--- src/rtl/pet_io_arb_if.sv ---
`default_nettype none
// ============================================================================
// pet_io_arb_if : host-side request/acknowledge channel into pet_io_arb
// Rev 1.0 - initial release
// ============================================================================
interface pet_io_arb_if;
  logic        host_req;
  logic        host_we;
  logic [10:0] host_addr;
  logic [7:0]  host_din;
  logic        host_ack;
  logic [7:0]  host_dout;

  // Requester side (keystroke injector, debug bridge).
  modport master (
    output host_req, host_we, host_addr, host_din,
    input  host_ack, host_dout
  );

  // Arbiter side.
  modport slave (
    input  host_req, host_we, host_addr, host_din,
    output host_ack, host_dout
  );
endinterface
`default_nettype wire

--- src/rtl/pet_io_arb.sv ---
`default_nettype none
// ============================================================================
// pet_io_arb : shares the PIA/VIA register port between the 6502 and a host
// Rev 1.0 - initial release
// ============================================================================
module pet_io_arb #(
  parameter int STARVE_LIMIT = 4
) (
  input  wire logic        clk,
  input  wire logic        reset_n,
  input  wire logic        ce,
  input  wire logic        cpu_sel,
  input  wire logic [10:0] cpu_addr,
  input  wire logic        cpu_we,
  input  wire logic [7:0]  cpu_din,
  output logic [7:0]       cpu_dout,
  output logic             cpu_rdy,
  pet_io_arb_if.slave      host,
  output logic [10:0]      io_addr,
  output logic             io_we,
  output logic [7:0]       io_din,
  input  wire logic [7:0]  io_dout
);

  localparam logic [1:0] C_IDLE = 2'd0;
  localparam logic [1:0] C_PEND = 2'd1;
  localparam logic [1:0] C_XFER = 2'd2;
  localparam logic [1:0] C_RESP = 2'd3;
  localparam logic [3:0] C_LIMIT = 4'(STARVE_LIMIT);

  logic [1:0] r_state;
  logic [1:0] w_next;
  logic [3:0] r_starve_cnt;
  logic [7:0] r_host_dout;
  logic       r_host_we;
  logic       w_host_slot;
  logic       w_host_ack;

  always_ff @(posedge clk or negedge reset_n) begin
    if (!reset_n) begin
      r_state <= C_IDLE;
    end else begin
      r_state <= w_next;
    end
  end

  always_comb begin
    w_next = r_state;
    case (r_state)
      C_IDLE:  if (host.host_req) w_next = C_PEND;
      C_PEND:  if (w_host_slot)   w_next = C_XFER;
      C_XFER:  w_next = C_RESP;
      C_RESP:  w_next = C_IDLE;
      default: w_next = C_IDLE;
    endcase
  end

  // A stolen CPU slot is steered entirely to the host so the CPU access has
  // no side effect (no write, no flag-clearing read) until it is repeated.
  always_comb begin
    w_host_slot = ce && (r_state == C_PEND) &&
                  (!cpu_sel || (r_starve_cnt >= C_LIMIT));
    w_host_ack  = (r_state == C_RESP);
    cpu_rdy     = !(w_host_slot && cpu_sel);
    if (w_host_slot) begin
      io_addr = host.host_addr;
      io_we   = host.host_we;
      io_din  = host.host_din;
    end else begin
      io_addr = cpu_addr;
      io_we   = ce && cpu_we && cpu_sel;
      io_din  = cpu_din;
    end
  end

  always_ff @(posedge clk or negedge reset_n) begin
    if (!reset_n) begin
      r_starve_cnt <= 4'd0;
      r_host_dout  <= 8'h00;
      r_host_we    <= 1'b0;
    end else begin
      if ((r_state == C_IDLE) || w_host_slot) begin
        r_starve_cnt <= 4'd0;
      end else if ((r_state == C_PEND) && ce && cpu_sel && (r_starve_cnt != 4'hF)) begin
        r_starve_cnt <= r_starve_cnt + 4'd1;
      end
      // Direction is latched at grant so a misbehaving requester cannot
      // corrupt the capture decision in XFER.
      if (w_host_slot) begin
        r_host_we <= host.host_we;
      end
      if ((r_state == C_XFER) && !r_host_we) begin
        r_host_dout <= io_dout;
      end
    end
  end

  assign host.host_ack  = w_host_ack;
  assign host.host_dout = r_host_dout;
  assign cpu_dout       = io_dout;

endmodule
`default_nettype wire
--- src/flat_wrapper.sv ---
// flat-port wrapper written by rule: the top's interface ports become plain ports
module pet_io_arb_flat 
#(
  parameter int STARVE_LIMIT = 4
)
  (clk, reset_n, ce, cpu_sel, cpu_addr, cpu_we, cpu_din, cpu_dout, cpu_rdy, io_addr, io_we, io_din, io_dout, host_host_req, host_host_we, host_host_addr, host_host_din, host_host_ack, host_host_dout);
  pet_io_arb_if host_i ();
  input  wire logic clk;
  input  wire logic reset_n;
  input  wire logic ce;
  input  wire logic cpu_sel;
  input  wire logic [10:0] cpu_addr;
  input  wire logic cpu_we;
  input  wire logic [7:0] cpu_din;
  output logic [7:0] cpu_dout;
  output logic cpu_rdy;
  output logic [10:0] io_addr;
  output logic io_we;
  output logic [7:0] io_din;
  input  wire logic [7:0] io_dout;
  input wire logic [$bits(host_i.host_req)-1:0] host_host_req;
  input wire logic [$bits(host_i.host_we)-1:0] host_host_we;
  input wire logic [$bits(host_i.host_addr)-1:0] host_host_addr;
  input wire logic [$bits(host_i.host_din)-1:0] host_host_din;
  output wire logic [$bits(host_i.host_ack)-1:0] host_host_ack;
  output wire logic [$bits(host_i.host_dout)-1:0] host_host_dout;
  assign host_i.host_req = host_host_req;
  assign host_i.host_we = host_host_we;
  assign host_i.host_addr = host_host_addr;
  assign host_i.host_din = host_host_din;
  assign host_host_ack = host_i.host_ack;
  assign host_host_dout = host_i.host_dout;
  pet_io_arb #(.STARVE_LIMIT(STARVE_LIMIT)) u_core (.clk(clk), .reset_n(reset_n), .ce(ce), .cpu_sel(cpu_sel), .cpu_addr(cpu_addr), .cpu_we(cpu_we), .cpu_din(cpu_din), .cpu_dout(cpu_dout), .cpu_rdy(cpu_rdy), .host(host_i), .io_addr(io_addr), .io_we(io_we), .io_din(io_din), .io_dout(io_dout));
endmodule
--- config.mk ---
export PLATFORM = sky130hd
export DESIGN_NAME = pet_io_arb_flat
export DESIGN_NICKNAME = d
export VERILOG_FILES = /design/src/rtl/pet_io_arb_if.sv /design/src/rtl/pet_io_arb.sv /design/src/flat_wrapper.sv
export SDC_FILE = /design/constraint.sdc
export NUM_CORES = 1
export LEC_CHECK = 0
export ABC_AREA = 1
export ABC_CLOCK_PERIOD_IN_PS = 1500
export BUFFER_PORTS_ARGS = -buffer_cell sky130_fd_sc_hd__buf_2
export CORE_ASPECT_RATIO = 2
export CORE_MARGIN = 2
export CORE_UTILIZATION = 38
export DETAILED_ROUTE_END_ITERATION = 6
export GPL_TIMING_DRIVEN = 0
export MAX_ROUTING_LAYER = met4
export PLACE_DENSITY = 0.9
export SYNTH_ARGS = -nofsm -noshare
export SYNTH_HDL_FRONTEND = slang
export SYNTH_SLANG_ARGS = --single-unit
--- constraint.sdc ---
create_clock -name clk -period 1.5 [get_ports clk]
set_input_delay 0.15 -clock clk [delete_from_list [all_inputs] [get_ports clk]]
set_output_delay 0.15 -clock clk [all_outputs]
set_load 0.03 [all_outputs]
Word level (Yosys, flattened, before mapping)
Index checks and enable logic that the tools add are counted.
Widths: inputs -> output; s select.

word-level totals
  register bits after elaboration = 15
  input bits = 53
  output and inout bits = 38
  logic and storage cells = 36

operators by class
  $add $sub $neg = 1
  order comparisons = 1
  equal/unequal tests = 6
  muxes and demuxes = 8
  reductions and logical operators = 16

operators by type and width
  operator             count
  $mux 11              1
  $logic_and 1x1->1    8
  $mux 4               2
  $mux 8               1
  $pmux 2 s4           1
  $add 4x1->4 const B  1
  $eq 2x2->1 const B   2
  $ge 4x3->1 const B   1
  $mux 2               2
  $ne 4x4->1 const B   1
  $logic_not 1->1      3
  $eq 2x1->1 const B   1
  $logic_not 2->1      1
  $logic_or 1x1->1     2
  $ne 2x1->1 const B   1
  $ne 2x2->1 const B   1
  $reduce_and 2->1     1
  $reduce_bool 2->1    1
  $mux 1               1

Longest topological paths before layout
Gate-level depths: netlist of run 1.

  depth after elaboration = 6
  gate-level depth with buffers = 9
  mapped depth without buffers = 9

Least setup slack after synthesis of run 1
Ideal clock, no wire load.

  kind = flip-flop to output port
  from = register u_core.r_state[1]
  to = output io_we
  arrival time = 1.321 ns
  required time = 1.350 ns
  setup slack = 0.029 ns
  cell stages (with the launch flop) = 9
  path buffers = 1
  cell sequence = dfrtp_1 > inv_1 > ha_1 > nand2_1 > inv_2 > nand2_4 > inv_2 > buf_6 > o21ai_2

on the way
  word-level cells in the longest chain between the ends = 4

RTL lines
  item                             line                source
  start: declaration               pet_io_arb.sv:31    logic [1:0] r_state;
  start signal: assignment         pet_io_arb.sv:43    r_state <= w_next;
  $eq 2x1->1                       pet_io_arb.sv:61    w_host_slot = ce && (r_state == C_PEND) &&
  $logic_and 1x1->1 (2 in series)  pet_io_arb.sv:61
  $mux 1                           pet_io_arb.sv:65    if (w_host_slot) begin
  end: declaration                 flat_wrapper.sv:18  output logic io_we;

Every way passes these cells.

Worst setup path in the final report of run 1
  from = register u_core.r_state[1]
  to = output io_din[1]

on the way
  word-level cells in the longest chain between the ends = 4

RTL lines
  item                             line                source
  $eq 2x1->1                       pet_io_arb.sv:61
  $logic_and 1x1->1 (2 in series)  pet_io_arb.sv:61
  $mux 8                           pet_io_arb.sv:65
  end: declaration                 flat_wrapper.sv:19  output logic [7:0] io_din;

Every way passes these cells.

==> results of run 1 <==
[state kept, by name, summed over array words and instances, names as in the netlist]
name / count
u_core.r_state: 2
u_core.r_starve_cnt: 4
u_core.r_host_we: 1
u_core.host.host_dout: 8
[per-stage QoR]
stage / util / hold slack (ps) / cell area [um^2] / instances / TNS, ps
after floorplan: - / -145.6 / 1059 / 140 / 0
after global placement: 0.5718 / 74.96 / 1545 / 259 / -859.0
after detailed placement: 0.5718 / 75.32 / 1545 / 259 / -1401
after CTS: 0.6727 / 143.8 / 1818 / 270 / -2695
after global routing: 0.7148 / 138.7 / 1932 / 273 / -4822
final: 0.7148 / 145.4 / 1932 / 273 / -3476
[synthesized netlist by cell type]
library cell / n / area [um^2]
or2_2: 2 / 12.51
nand2_4: 1 / 11.26
buf_4: 9 / 67.56
dfrtp_1: 15 / 375.4
ha_1: 6 / 75.07
inv_2: 2 / 7.510
mux2_2: 8 / 90.09
a31oi_1: 1 / 6.260
nand3_1: 6 / 30.03
nor2_2: 2 / 12.51
nand2_1: 70 / 262.8
inv_1: 6 / 22.52
nand3b_1: 1 / 7.510
a21oi_1: 2 / 10.01
nor2_1: 2 / 7.510
nand2_2: 2 / 12.51
buf_6: 3 / 33.78
o21ai_0: 1 / 5.000
o21ai_2: 1 / 8.760
[cells by family after synthesis]
logic type / count (synthesis) / synth area share
adder cells (fa/ha/maj): 6 / 0.07092
flip-flops: 15 / 0.3546
buffers and inverters: 20 / 0.1241
AO/OA/AOI/OAI: 5 / 0.02837
multiplexers: 8 / 0.08511
AND/OR/NAND/NOR: 86 / 0.3369
[power by group through the flow]
| stage | clock, mW | sequential (mW) | combinational (mW) |
|---|---|---|---|
| final | 0.328 | 0.654 | 1.87 |
| after floorplan | 0 | 0.886 | 0.826 |
| after global routing | 0.355 | 0.677 | 2.01 |
| after detailed placement | 0 | 0.671 | 1.45 |
| after CTS | 0.338 | 0.657 | 1.72 |
| after global placement | 0 | 0.661 | 1.41 |
[path summary, 6_finish.rpt]
| kind | cells after the start | from | to |
|---|---|---|---|
| max | 10 | u_core.r_state[1] | io_din[1] |
| min | 2 | io_dout[6] | u_core.host.host_dout[6] |
| max reg2reg | 5 | u_core.r_state[1] | u_core.host.host_dout[0] |
| min reg2reg | 1 | u_core.host.host_dout[6] | u_core.host.host_dout[6] |
| max in group asynchronous | 2 | reset_n | u_core.r_host_we |
| min in group asynchronous | 2 | reset_n | u_core.host.host_dout[4] |
[area by class of cell]
class | count | share of cell area
buffer | 12 | 0.05440
clock buffer | 3 | 0.02137
clock inverter | 1 | 0.002591
inverter | 8 | 0.02073
multi-input combinational | 105 | 0.3459
sequential | 15 | 0.1943
tap | 29 | 0.01878
timing repair buffer | 100 | 0.3420
[worst max-delay path, stage by stage, from the launching register on]
cell and delay [ps]:
dfrtp_1 380, inv_2 80, ha_4 140, nand2_4 60, inv_4 70, nand2_8 80, inv_8 90, buf_6 130
nand2_1 60, nand2_1 90, buf_6 140
[repair_timing]
action | 4_1_cts | 5_1_grt
setup endpoints to repair | 21 | 31
gates resized for setup | 55 | 34
pin swaps | 2 | 17
hold buffers | 1 | 0
hold endpoints to repair | 15 | 0
buffers inserted | 4 | 3
cloned | 2 | 0
[routing by layer]
| metal | up-vias | global-route usage | routed length [um] |
|---|---|---|---|
| met4 | 0 | 0.08710 | 61 |
| met2 | 53 | 0.4266 | 2225 |
| met1 | 626 | 0.1810 | 1199 |
| met5 | - | - | 0 |
| met3 | 6 | 0.02542 | 244 |
| li1 | 641 | - | - |
==> flow_summary.yaml, run 1 <==
route:
  viasPerCell: 4.857
  totalWireLength_um: 3730
  drc: 0
  wl_per_cell_um: 13.66
  drt-pass1-iter-count: 4
  via_count: 1326
  first_iter_violations: 35
  drtAntennaViolNets: 0
place:
  portBuffers: 90
  detailedPlace.worstSlack_ps: -82.19
  dp_hpwl_um: 2182
  gp_congestion: 0.6933
floorplan:
  start_util: 0.3917
  core-area_um2: 2703
  dieWidth_um: 41.32
  die_h_um: 78.64
  num_rows: 27
  io_pins: 91
  dieArea_um2: 3249
sta:
  slew_headroom: 0.7741
  rsz0062_at_grt: "yes"
  setup_viol: 20
  finClkSkew_ps: 1.660
  fin_ws_ps: -212.7
  drv_slew: 0
  final-hold-violation-count: 0
  min_period_over_period: 1.142
  fin_crit_ps: 1713
  worstMarginPinSlew_ps: 338.9
  fmax_mhz: 583.9
cells_and_area:
  diodes: 0
  drive_above_1_share: 0.6885
  final_nets: 304
  fillers: 194
  multi_input_area_um2: 668.1
  area_growth_pct: 82.51
  regArea_um2: 375.4
  final_cell_mix: "buf_2, nand2_1, nand2_2"
  final_common_cell: "buf_2"
power_and_ir_drop:
  p_sw_mw: 1.311
  power.density_cell_area_nw_per_um2: 1477
  leakage_nw: 1.098
  clkPwrFrac: 0.115
  seq_power_share: 0.229
  fin_total_pwr_mw: 2.854
  intPower_mw: 1.543
  comb_power_share: 0.656
  sw_frac_of_total: 0.4593
  ir_drop_mv: 0.9424
worst_setup_path:
  worstSetupStartpointType: "flop"
  criticalPathCategory: "flop to output port"
  cp.required_ps: 1350
  worstPathArrival_ps: 1560
  reg2reg_setup_slack_ps: 80
  path_max_fanout: 6
  cp-end-kind: "output port"
global_routing:
  overflow: 0
  antenna_found_initial: 0
  grt_pass1_wl_um: 4954
  grt_pass1_vias: 1280
  grt_use_total: 0.2204
  grt_max_degree: 16
logic_synthesis:
  seq_area_frac_synth: 0.3546
  syn_inst: 140
  yosysUniqueCellTypes: 19
  synthesis.area_um2: 1059
  ys_ff_latch: 15
  avgSynthCellArea_um2: 7.561
  yosys_warnings: 0
  synth_nets: 199
cts:
  path_clk_slew_ps: 60
  clock_sinks: 15
  htreeDepth: 1
  cts_root_buf: "clkbuf_8"
  cts_tree: "built"
  cts_buffer_depth: 2
  cts_buffers: 3
  insertion_delay_ps: 250
outcome:
  failed_checks: "negative setup slack"
  status: "complete, but fails checks"
flow_run:
  maxCapViolations: 0
hold_path:
  min_path_type: "input pin to flop"
(Power assumes the default switching activity.)
==> run 2: changes to the inputs <==
--- a/config.mk
+++ b/config.mk
@@ -12,9 +12,9 @@
 export CORE_MARGIN = 2
 export CORE_UTILIZATION = 38
 export DETAILED_ROUTE_END_ITERATION = 6
-export GPL_TIMING_DRIVEN = 0
 export MAX_ROUTING_LAYER = met4
 export PLACE_DENSITY = 0.9
+export SETUP_SLACK_MARGIN = 0.1
 export SYNTH_ARGS = -nofsm -noshare
 export SYNTH_HDL_FRONTEND = slang
 export SYNTH_SLANG_ARGS = --single-unit
==> flow_summary.yaml, run 2 (synthesis results as in run 1) <==
worst_setup_path:
  crit_buf_inv: 3
  crit_family: "flip-flops"
  worstPathArrival_ps: 1570
  crit_path_frequent_cell: "nand2_4"
  crit_slowest_cell: "dfrtp_1"
  cp.required_ps: 1350
  r2r-end: "u_core.r_state[0]"
  worstSetupStartpointType: "flop"
  r2r_start: "u_core.r_state[0]"
  path_max_fanout: 10
  timing.critical_path.slowest_cell_delay_ps: 430
  ff2ff_path_depth: 7
  cp-end-kind: "output port"
  crit_chain: "ha_4 > nand2_4 > inv_2 > nand2_4 > buf_4 > nand2_1 > nand2_2 > buf_6"
  criticalPathCategory: "flop to output port"
  reg2reg_setup_slack_ps: 10
floorplan:
  io_pins: 91
  num_rows: 27
  dieArea_um2: 3249
  core-area_um2: 2703
  dieWidth_um: 41.32
  start_util: 0.3917
  die_h_um: 78.64
sta:
  slew_headroom: 0.7738
  whs_ps: 148.9
  drv_slew: 0
  tns_ps: -3769
  fin_crit_ps: 1716
  fmax_mhz: 582.7
  worstMarginPinSlew_ps: 339.3
  setup_viol: 22
  fin_ws_ps: -216.1
  finClkSkew_ps: 0.7118
  final-hold-violation-count: 0
  rsz0062_at_grt: "yes"
  min_period_over_period: 1.144
global_routing:
  grt_pass1_vias: 1272
  antenna_found_initial: 0
  overflow: 0
  grt_pass1_wl_um: 4974
  grt_use_total: 0.2229
  grt_max_degree: 16
cells_and_area:
  fillers: 160
  area_growth_pct: 93.14
  drive_above_1_share: 0.7303
  largest_reg_flops: 8
  final_cell_mix: "buf_2, nand2_1, nand2_2"
  final_common_cell: "buf_2"
  final_nets: 301
  diodes: 0
cts:
  insertion_delay_ps: 240
  cts_buffer_depth: 2
  cts_buffers: 3
  clock_sinks: 15
  htreeDepth: 1
  cts_root_buf: "clkbuf_8"
  path_clk_slew_ps: 60
  cts_tree: "built"
route:
  first_iter_violations: 23
  wl_per_cell_um: 15.48
  via_count: 1311
  drtAntennaViolNets: 0
  drt-pass1-iter-count: 4
  drc: 0
  viasPerCell: 4.856
  totalWireLength_um: 4179
hold_path:
  min_path_type: "input pin to flop"
  min_to: "u_core.host.host_dout[6]"
  holdPathStages: 2
  min_from: "io_dout[6]"
outcome:
  status: "complete, but fails checks"
  failed_checks: "negative setup slack"
power_and_ir_drop:
  clkPwrFrac: 0.100
  fin_total_pwr_mw: 3.183
  sw_frac_of_total: 0.4546
  ir_drop_mv: 1.089
  intPower_mw: 1.736
  p_sw_mw: 1.447
  leakage_nw: 1.115
  power.density_cell_area_nw_per_um2: 1557
  comb_power_share: 0.691
  seq_power_share: 0.209
flow_run:
  maxCapViolations: 0
place:
  dp_hpwl_um: 2362
  gp_congestion: 0.7448
  portBuffers: 90
## run 2: stage by stage
stage	setup WS [ps]	utilization	std cells	instance area (um^2)
detailed placement	-34.97	0.5889	256	1592
floorplan	99.05	-	140	1114
finish	-216.1	0.7565	270	2044
global placement	25.04	0.5889	256	1592
CTS	-142.7	0.6995	267	1891
global route	-276.1	0.7565	270	2044
## run 2: cell type report
type                       instances  area, um^2  area share
timing repair buffer             109       787.0      0.3849
multi-input combinational        105       757.0      0.3703
sequential                        15       375.4      0.1836
inverter                           8       42.54     0.02081
clock buffer                       3       41.29     0.02020
tap                               29       36.28     0.01775
clock inverter                     1       5.005    0.002448
## run 2: metal layers
layer | global-route usage | vias to the layer above | part of all wire
met5 | - | - | 0
met4 | 0.08387 | 0 | 0.033
met3 | 0.02260 | 16 | 0.085
met2 | 0.4406 | 70 | 0.56
met1 | 0.1765 | 597 | 0.32
li1 | - | 628 | -
## run 2: power by group through the flow
| stage | sequential, mW | clock [mW] | combinational (mW) |
|---|---|---|---|
| final | 0.666 | 0.317 | 2.20 |
| after global routing | 0.687 | 0.353 | 2.33 |
| after floorplan | 0.886 | 0 | 0.865 |
| after CTS | 0.659 | 0.334 | 1.89 |
| after global placement | 0.650 | 0 | 1.53 |
| after detailed placement | 0.657 | 0 | 1.57 |
## run 2: how the worst max path moves through the flow
stage	from	to	depth (start not counted)
2_1_floorplan	u_core.r_state[1]	io_we	8
3_3_place_gp	u_core.r_state[1]	io_addr[4]	10
3_5_place_dp	u_core.r_state[1]	io_addr[10]	10
4_1_cts	u_core.r_state[1]	io_addr[10]	10
5_1_grt	u_core.r_state[0]	io_din[6]	8
6_report	u_core.r_state[0]	io_din[6]	8
## run 2: worst reg2reg max path, cell delays in order (launching register included)
cell and delay (ps):
dfrtp_1 420, buf_4 140, buf_4 120, inv_6 40
ha_1 200, or2_2 310, nand3_1 90, nand2_1 60
## run 2: repair_timing
item                       CTS  global route
hold endpoints to repair    15             0
setup endpoints to repair   21            36
gates resized for setup     63            30
gates cloned                 0             1
setup buffers                6             3
hold buffers                 1             0
pin swaps                    3             3
==> run 3: changes to the inputs <==
--- a/config.mk
+++ b/config.mk
@@ -14,7 +14,7 @@
 export DETAILED_ROUTE_END_ITERATION = 6
 export MAX_ROUTING_LAYER = met4
 export PLACE_DENSITY = 0.9
-export SETUP_SLACK_MARGIN = 0.1
+export SETUP_SLACK_MARGIN = 0.4
 export SYNTH_ARGS = -nofsm -noshare
 export SYNTH_HDL_FRONTEND = slang
 export SYNTH_SLANG_ARGS = --single-unit
==> flow_summary.yaml, run 3 (synthesis results as in run 1) <==
cts:
  htreeDepth: 1
  path_clk_slew_ps: 60
  insertion_delay_ps: 240
  cts_tree: "built"
  cts_root_buf: "clkbuf_8"
  clock_sinks: 15
  cts_buffer_depth: 2
  cts_buffers: 3
floorplan:
  io_pins: 91
  die_h_um: 78.64
  dieArea_um2: 3249
  num_rows: 27
  core-area_um2: 2703
  dieWidth_um: 41.32
  start_util: 0.3917
route:
  drt-pass1-iter-count: 4
  drtAntennaViolNets: 0
  viasPerCell: 5.443
  first_iter_violations: 65
  via_count: 1475
  totalWireLength_um: 5533
  wl_per_cell_um: 20.42
  drc: 0
worst_setup_path:
  path_max_fanout: 5
  crit_buf_inv: 4
  crit_chain: "inv_2 > ha_4 > nand2_4 > inv_6 > nand2_8 > clkbuf_16 > nand2_4 > nand2_4 > buf_6"
  crit_family: "buffers and inverters"
  timing.critical_path.slowest_cell_delay_ps: 400
  crit_slowest_cell: "dfrtp_1"
  cp.required_ps: 1350
  crit_path_frequent_cell: "nand2_4"
  cp-end-kind: "output port"
  criticalPathCategory: "flop to output port"
  worstPathArrival_ps: 1590
  worstSetupStartpointType: "flop"
sta:
  min_period_over_period: 1.162
  fmax_mhz: 573.9
  worstMarginPinSlew_ps: 338.5
  fin_crit_ps: 1742
  fin_ws_ps: -242.5
  setup_viol: 28
  slew_headroom: 0.7743
  finClkSkew_ps: 0.7758
  final-hold-violation-count: 0
  rsz0062_at_grt: "yes"
  drv_slew: 0
cells_and_area:
  final_common_cell: "buf_2"
  diodes: 0
  drive_above_1_share: 0.7893
  final_util: 0.8699
  final_cell_mix: "buf_2, nand2_4, buf_6"
  largest_reg_flops: 8
  area_growth_pct: 122.1
  final_nets: 302
place:
  portBuffers: 90
  gp_congestion: 0.6536
  dp_hpwl_um: 2559
global_routing:
  grt_pass1_wl_um: 4919
  grt_max_degree: 23
  overflow: 0
  grt_pass1_vias: 1306
  grt_use_total: 0.2191
  antenna_found_initial: 0
outcome:
  failed_checks: "negative setup slack"
  status: "complete, but fails checks"
power_and_ir_drop:
  leakage_nw: 1.189
  fin_total_pwr_mw: 3.471
  power.density_cell_area_nw_per_um2: 1476
  ir_drop_mv: 1.279
hold_path:
  min_path_type: "input pin to flop"
flow_run:
  maxCapViolations: 0
==> run 3: changes by cell type in the layout (fill, tap and decap cells not counted), moves of 3 or more <==
cell / previous run / this run
nand2_1: 34 / 23
buf_4: 12 / 5
nand2_8: 1 / 4
nand2_2: 31 / 3
nand2_4: 7 / 44
buf_6: 25 / 28
nand3_1: 5 / 2
nand3_2: 1 / 4
==> run 3: timing repair <==
action,in CTS,in global routing
gates cloned,0,7
resized for setup,52,78
hold buffers,1,0
pin swaps,4,7
hold endpoints to repair,15,0
setup endpoints to repair,37,37
buffers inserted,2,3
==> run 3: area by class of cell <==
| type | instances | area, um^2 |
|---|---|---|
| Timing Repair inverter | 3 | 33.78 |
| Timing Repair Buffer | 106 | 788.3 |
| Sequential cell | 15 | 375.4 |
| Fill cell | 118 | 351.6 |
| Inverter | 8 | 50.05 |
| Clock buffer | 4 | 45.04 |
| Multi-Input combinational cell | 106 | 1022 |
| Tap cell | 29 | 36.28 |
==> run 3: worst paths after layout <==
check / startpoint / to / slack [ps] / cells after the start
max: u_core.r_state[1] / io_addr[1] / -240 / 9
min: io_dout[5] / u_core.host.host_dout[5] / 150 / 2
max reg2reg: u_core.r_state[1] / u_core.r_starve_cnt[0] / -100 / 10
min reg2reg: u_core.host.host_dout[5] / u_core.host.host_dout[5] / 510 / 1
max in group asynchronous: reset_n / u_core.r_host_we / 920 / 2
min in group asynchronous: reset_n / u_core.host.host_dout[5] / 330 / 2
==> run 3: stage by stage <==
stage / area (um^2) / std cells / hold WS [ps] / worst slack, ps / setup TNS, ps
after floorplan: 1249 / 140 / -145.6 / 147.1 / 0
after global placement: 1687 / 254 / 68.11 / 18.49 / 0
after detailed placement: 1687 / 254 / 65.89 / -40.96 / -130.2
after CTS: 1923 / 261 / 150.9 / -169.2 / -3100
after global routing: 2351 / 271 / 144.3 / -273.1 / -6180
final: 2351 / 271 / 151.7 / -242.5 / -4588
==> run 3: report_power, final <==
group | switching (mW) | internal, mW | total, mW
clock | 0.138 | 0.188 | 0.325
combinational | 1.43 | 1.03 | 2.46
sequential | 0.109 | 0.574 | 0.683
total | 1.68 | 1.79 | 3.47
==> run 3: routing by layer <==
| metal | vias to the layer above | routed length (um) | global-route usage |
|---|---|---|---|
| met1 | 697 | 1830 | 0.1741 |
| met3 | 26 | 527 | 0.02825 |
| met2 | 117 | 2986 | 0.4359 |
| met5 | - | 0 | - |
| li1 | 635 | - | - |
| met4 | 0 | 188 | 0.06774 |
